$ cat src/rtl/gpr_cdb_arbiter_pkg.sv
// Shared GPR CDB types, unit count and fixed unit slots.
// Pure declarations: no latency, no backpressure.
package gpr_cdb_arbiter_pkg;

  localparam int ROB_WIDTH     = 6;
  localparam int GPR_CDB_N_REQ = 4;

  // Fixed request slots on the GPR CDB; later units take the next free index.
  localparam int UNIT_ADD_SUB = 0;
  localparam int UNIT_SHIFT   = 1;
  localparam int UNIT_MOV     = 2;
  localparam int UNIT_LOAD    = 3;

  typedef struct packed {
    logic                 valid;
    logic [ROB_WIDTH-1:0] tag;
    logic [31:0]          data;
  } cdb_t;

  function automatic int idx_width(input int n);
    return (n > 1) ? $clog2(n) : 1;
  endfunction

endpackage

$ cat src/rtl/gpr_cdb_arbiter_rr_picker.sv
// Round-robin picker: first set request at or after ptr, wrapping modulo N_REQ.
// Purely combinational (0 cycles); no flow control of its own.
module gpr_cdb_arbiter_rr_picker #(
  parameter int N_REQ = 4,
  parameter int IDX_W = 2
) (
  input  logic [N_REQ-1:0] req,
  input  logic [IDX_W-1:0] ptr,
  output logic [N_REQ-1:0] grant,
  output logic [IDX_W-1:0] idx,
  output logic             any
);

  // One spare bit so ptr+k cannot overflow before the single wrap subtraction.
  logic [IDX_W:0] cand;

  always_comb begin
    grant = '0;
    idx   = '0;
    any   = 1'b0;
    cand  = '0;
    for (int k = 0; k < N_REQ; k++) begin
      cand = {1'b0, ptr} + (IDX_W+1)'(k);
      if (cand >= (IDX_W+1)'(N_REQ)) begin
        cand = cand - (IDX_W+1)'(N_REQ);
      end
      if (!any && req[cand[IDX_W-1:0]]) begin
        any                      = 1'b1;
        idx                      = cand[IDX_W-1:0];
        grant[cand[IDX_W-1:0]]   = 1'b1;
      end
    end
  end

endmodule

$ cat src/rtl/gpr_cdb_arbiter.sv
// GPR CDB arbiter: same-cycle round-robin grant, broadcast of the winner's result 1 cycle later.
// Units hold until req_ready; flush drops the grant and masks the pending broadcast.
module gpr_cdb_arbiter
  import gpr_cdb_arbiter_pkg::*;
#(
  parameter int N_REQ = GPR_CDB_N_REQ,
  parameter int IDX_W = idx_width(N_REQ),
  parameter int CNT_W = 32
) (
  input  logic                   clk,
  input  logic                   reset_n,
  input  logic [N_REQ-1:0]       req_valid,
  output logic [N_REQ-1:0]       req_ready,
  input  cdb_t [N_REQ-1:0]       unit_result,
  input  logic                   flush,
  output cdb_t                   gpr_cdb,
  output logic [CNT_W-1:0]       busy_cnt
);

  logic [N_REQ-1:0] pick_grant;
  logic [IDX_W-1:0] pick_idx;
  logic             pick_any;
  logic [IDX_W-1:0] rr_ptr;
  logic [IDX_W-1:0] next_ptr;
  logic [IDX_W-1:0] grant_idx_q;
  logic             grant_v_q;
  logic             grant_fire;

  gpr_cdb_arbiter_rr_picker #(
    .N_REQ (N_REQ),
    .IDX_W (IDX_W)
  ) u_picker (
    .req   (req_valid),
    .ptr   (rr_ptr),
    .grant (pick_grant),
    .idx   (pick_idx),
    .any   (pick_any)
  );

  assign grant_fire = pick_any && !flush;
  // Gated by reset_n so no unit dispatches into a CDB that is being reset.
  assign req_ready  = (grant_fire && reset_n) ? pick_grant : '0;
  assign next_ptr   = (pick_idx == IDX_W'(N_REQ - 1)) ? '0 : pick_idx + IDX_W'(1);

  always_ff @(posedge clk or negedge reset_n) begin
    if (!reset_n) begin
      rr_ptr      <= '0;
      grant_v_q   <= 1'b0;
      grant_idx_q <= '0;
      busy_cnt    <= '0;
    end else begin
      grant_v_q <= grant_fire;
      if (grant_fire) begin
        grant_idx_q <= pick_idx;
        rr_ptr      <= next_ptr;
      end
      if (gpr_cdb.valid) begin
        busy_cnt <= busy_cnt + CNT_W'(1);
      end
    end
  end

  // Data comes straight from the unit's own result flop; only valid is ours.
  always_comb begin
    gpr_cdb = '0;
    if (grant_v_q && !flush) begin
      gpr_cdb       = unit_result[grant_idx_q];
      gpr_cdb.valid = 1'b1;
    end
  end

  a_ready_onehot: assert property (@(posedge clk) disable iff (!reset_n)
    $onehot0(req_ready));
  a_ready_needs_valid: assert property (@(posedge clk) disable iff (!reset_n)
    (req_ready & ~req_valid) == '0);

endmodule

$ cat config.mk
export PLATFORM = sky130hd
export DESIGN_NAME = gpr_cdb_arbiter
export DESIGN_NICKNAME = d
export VERILOG_FILES = /design/src/rtl/gpr_cdb_arbiter_pkg.sv /design/src/rtl/gpr_cdb_arbiter_rr_picker.sv /design/src/rtl/gpr_cdb_arbiter.sv
export SDC_FILE = /design/constraint.sdc
export NUM_CORES = 1
export LEC_CHECK = 0
export BUFFER_PORTS_ARGS = -buffer_cell sky130_fd_sc_hd__buf_2
export CORE_MARGIN = 3
export CORE_UTILIZATION = 37
export DETAILED_ROUTE_END_ITERATION = 8
export PLACE_DENSITY = 0.73
export SETUP_SLACK_MARGIN = 0.1
export SYNTH_ARGS = -nofsm -noshare
export SYNTH_HDL_FRONTEND = slang
export SYNTH_SLANG_ARGS = --single-unit
$ cat constraint.sdc
create_clock -name clk -period 3.1 [get_ports clk]
set_clock_uncertainty 0.1 [all_clocks]
set_input_delay 0.62 -clock clk [delete_from_list [all_inputs] [get_ports clk]]
set_output_delay 0.62 -clock clk [all_outputs]
set_load 0.1 [all_outputs]
; ---- Yosys cells after proc, flatten, opt, wreduce, memory -nomap -nowiden
; Index checks and enable logic that the tools add are counted.
[word_totals]
input_bits = 163
regBits = 37
[classes]
n_addsub = 9
reduce_logical = 14
bitwise = 3
magnitude_cmp = 13
eq_ne = 1
mux = 37
[ops]
columns = op, count
row1 = $bmux 39 s2, 1
row2 = $mux 39, 1
row3 = $mux 38, 1
row4 = $add 32x1->32 const B, 1
row5 = $mux 4, 5
row6 = $mux 2, 9
row7 = $lt 2x3->1 const B, 5
row8 = $mux 1, 12
row9 = $or 4x4->4, 3
row10 = $logic_and 1x1->1, 10
row11 = $ge 3x3->1 const B, 3
row12 = $bmux 1 s2, 4
row13 = $demux 1 s2, 4
row14 = $ge 2x1->1 const B, 4
row15 = $sub 2x1->2 const B, 4
row16 = $add 2x2->3 const B, 2
row17 = $logic_not 1->1, 4
row18 = $add 2x1->3 const B, 1
row19 = $ge 2x3->1 const B, 1
row20 = $add 2x1->2 const B, 1
row21 = $eq 2x2->1 const B, 1

; ---- Longest topological paths before layout
[logic_depth]
ltp_word = 17
ltp_mapped = 10
ltp_nobuf = 7

; ---- Hierarchy
; From an unflattened synthesis, not the netlist that was laid out.
[hier_totals]
hier_cells = 268
area_unflattened_um2 = 3228.1
[by_module_without_submodules]
columns = module, cells_per_inst, instances, area_each_um2
row1 = gpr_cdb_arbiter, 223, 1, 2806.4
row2 = gpr_cdb_arbiter_rr_picker, 45, 1, 421.7

; ---- Least setup slack after synthesis
; No wires, ideal clock.
[synth_path]
path_kind = register -> output
from = reg (tool-made name)
to = out req_ready[0]
arrival_ps = 3807
stages_incl_launch_ff = 10
setup_slack_ps = -1427
n_path_buf = 2
path_cell_list = dfrtp_1 -> buf_4 -> inv_1 -> ha_1 -> buf_6 -> mux4_2 -> and2b_1 -> a22o_1 -> nand2_1 -> a31oi_1
[synth_rtl]
columns = item, line_no
row1 = to (decl), gpr_cdb_arbiter.sv:13  ; output logic [N_REQ-1:0] req_ready,

==> run summary <==
Status -> finished with violations
Failing checks -> negative setup slack
Final hold violation count -> 0
Bufs and invs on worst path -> 2
Fmax achieved -> 317 MHz
Ys flop type -> dfrtp_1
DRT iter0 DRCs -> 107
Share of layout cells above drive strength 1 -> 0.623
Synth Area per Inst -> 11.1 um^2
Top cell type's share of synthesized area -> 0.285
Post-synth EDFFs -> 0
Via count -> 3,424
CP delay by family, top -> multiplexers
Clock edge transition at the registers on the reported setup and hold paths -> 0.07 ns
Crit path kind -> register to output pin
Final WS setup -> -0.0509 ns
Overall power -> 4120 uW
Total Die Area -> 0.00995 mm^2
Final setup viols -> 4
Distinct cell type count after synthesis -> 43
Initial Util -> 0.388
DP Worst Slack -> 0.179 ns
Final GP Congestion -> 0.910
P_leak -> 0.00255 uW
Synth Instances -> 292
Worst path depth -> 8
Clock tree buffer depth -> 2
Worst relative slew slack -> 0.660
Slew Limit Fails -> 0
Final TNS setup -> -0.151 ns
Max_cap viols -> 0
Switch Pwr -> 2080 uW
Post-synth ARST share -> 1.00
Syn-to-layout area delta -> 66.1%
Site Rows -> 33
Cts bufs inserted -> 5
WL per Instance -> 19.4 um
Ports -> 238
Worst EP required -> 2.38 ns
CTS root buffer -> clkbuf_8
CP endpoint kind -> output pin
Worst stage delay on the critical path -> 0.50 ns
CORE AREA -> 0.00838 mm^2
RSZ-0062 raised after global routing -> yes
PortBufs -> 233
Post-Syn Nets -> 463
CTS tree -> yes
Data arrival, critical path -> 2.43 ns
Layout Nets -> 695
CP Launch Type -> register
Remaining routing DRC violations -> 0
Routed WL -> 12,300 um
Die H -> 99.8 um
Net Sw Frac -> 0.504
Peak VDD IR -> 0.000456 V
Yosys top cell by area -> dfrtp_1
Crit Path Max Fanout -> 5
Die Width -> 99.8 um
Final HPWL DP -> 10,300 um
Post-synthesis sequential area ratio -> 0.285
Slew @ Worst Pin -> 0.510 ns
Largest net degree at the start of global routing -> 44
Antenna Violating Nets Remaining -> 0
H-tree levels -> 2
Total track usage -> 0.246
Final period utilization -> 1.02
Top cells by count, synth -> mux4_2, and2_1, dfrtp_1, nand2_1, xnor2_1
Aggregate global routing overflow -> 0
Clock Sink Count -> 37
Seq cells post-synth -> 37
Ys Warns -> 0
Internal cell power -> 2040 uW
Vias in the first global route -> 3,482
Clk pwr share -> 0.080
Top-count cell post-synth -> mux4_2
Via density -> 5.39
Worst-Skew Late Latency -> 0.29 ns
Reg2reg path depth -> 8
Mapped cell area -> 0.00325 mm^2
First-pass GRT wire length -> 18,900 um
Initial antenna violation count -> 13
Worst Hold Class -> input pin to asynchronous set/reset pin
Cell Chain, Critical Path -> inv_6 -> ha_4 -> mux4_2 -> and2b_2 -> a22o_1 -> nand2_2 -> a31oi_4 -> buf_12
TritonRoute pass-1 iters -> 4
Sequential share of power -> 0.151
Combinational share of power -> 0.770
Area after DPL -> 0.00526 mm^2
Fin crit period -> 3.15 ns
CP max-delay cell -> mux4_2
Pwr/cell area -> 763 mW/mm^2
Synth area leaders -> dfrtp_1, mux4_2, and2_1
Post-route cell area -> 0.00540 mm^2
Layout Utilization -> 0.645
sequential cells by signal (all words and copies together) (netlist names), named ones only:
name	flops
busy_cnt	32
rr_ptr	1
grant_v_q	1
grant_idx_q	2
layout by cell type, fill, tap and decap left out, types with 2 or more instances in the layout:
cell	n
a211o_1	2
a21oi_1	4
a22o_1	4
a31oi_4	4
and2_1	31
and2_2	9
and3_1	7
and4_1	3
buf_12	43
buf_2	191
buf_4	11
clkbuf_8	5
clkinv_2	2
dfrtp_1	34
dfrtp_2	3
diode_2	5
ha_1	7
inv_1	3
mux2_2	2
mux2i_1	2
mux4_2	41
nand2_1	23
nand2_2	2
nand3_1	9
nand4_1	8
nor2_1	7
nor3_1	3
o21a_1	5
o21ai_0	4
o21ai_2	4
xnor2_1	24
xor2_1	7
what timing repair did:
item / 4_1_cts / 5_1_grt
hold buffers: 0 / 0
buffers inserted: 2 / 0
gates resized for setup: 2 / 7
gates cloned: 0 / 0
pin swaps: 4 / 2
endpoints found under the setup margin: 4 / 4
kinds of logic (layout without fill, tap and decap cells):
group	after synthesis	in the layout	synth area share
xor+xnor	31	31	0.0835
simple gates	113	113	0.195
fa+ha+maj	8	8	0.0308
flops	37	37	0.285
other cells	0	5	0
mux	45	45	0.297
compound gates	33	33	0.0719
buf+inv	25	258	0.0377
final timing paths:
| check | startpoint | slack [ns] | endpoint |
|---|---|---|---|
| min in group clk | busy_cnt[31]$_DFFE_PN0P_ | 0.37 | busy_cnt[31]$_DFFE_PN0P_ |
| worst min-delay path | reset_n | 0.29 | busy_cnt[15]$_DFFE_PN0P_ |
| worst max-delay path | register | -0.05 | req_ready[1] |
| max in group asynchronous | reset_n | 2.27 | rr_ptr[1]$_DFFE_PN0P_ |
| worst min register to register | busy_cnt[31]$_DFFE_PN0P_ | 0.37 | busy_cnt[31]$_DFFE_PN0P_ |
| worst max register to register | register | 0.87 | rr_ptr[1]$_DFFE_PN0P_ |
stage by stage:
stage | hold slack, ns | std cells
2_1_floorplan | 0.224 | 292
3_5_place_dp | 0.359 | 620
5_1_grt | 0.327 | 635
6_report | 0.289 | 635
3_3_place_gp | 0.356 | 620
4_1_cts | 0.308 | 630
layout make-up:
class | count | area, um^2
Tap cell | 105 | 131
Inverter | 5 | 23.8
Fill cell | 654 | 2980
Antenna cell | 5 | 12.5
Clock buffer | 5 | 68.8
Sequential cell | 37 | 930
Timing Repair Buffer | 245 | 1900
Multi-Input combinational cell | 230 | 2320
Clock inverter | 3 | 17.5
power by group through the flow:
stage | clock network [uW] | registers [uW] | logic [uW]
after floorplan | 0 | 886 | 2040
after global placement | 0 | 621 | 3100
after detailed placement | 0 | 629 | 3130
after CTS | 333 | 621 | 3170
after global routing | 359 | 631 | 3350
final | 328 | 621 | 3170
routing by layer:
metal / up-vias / share of wire / GRT usage
met5: - / 0.0072 / 0
met4: 16 / 0.022 / 0.0704
met3: 35 / 0.11 / 0.112
met2: 145 / 0.48 / 0.392
met1: 1663 / 0.38 / 0.299
li1: 1565 / - / -
Note: power is estimated with default switching activity, not from simulation.
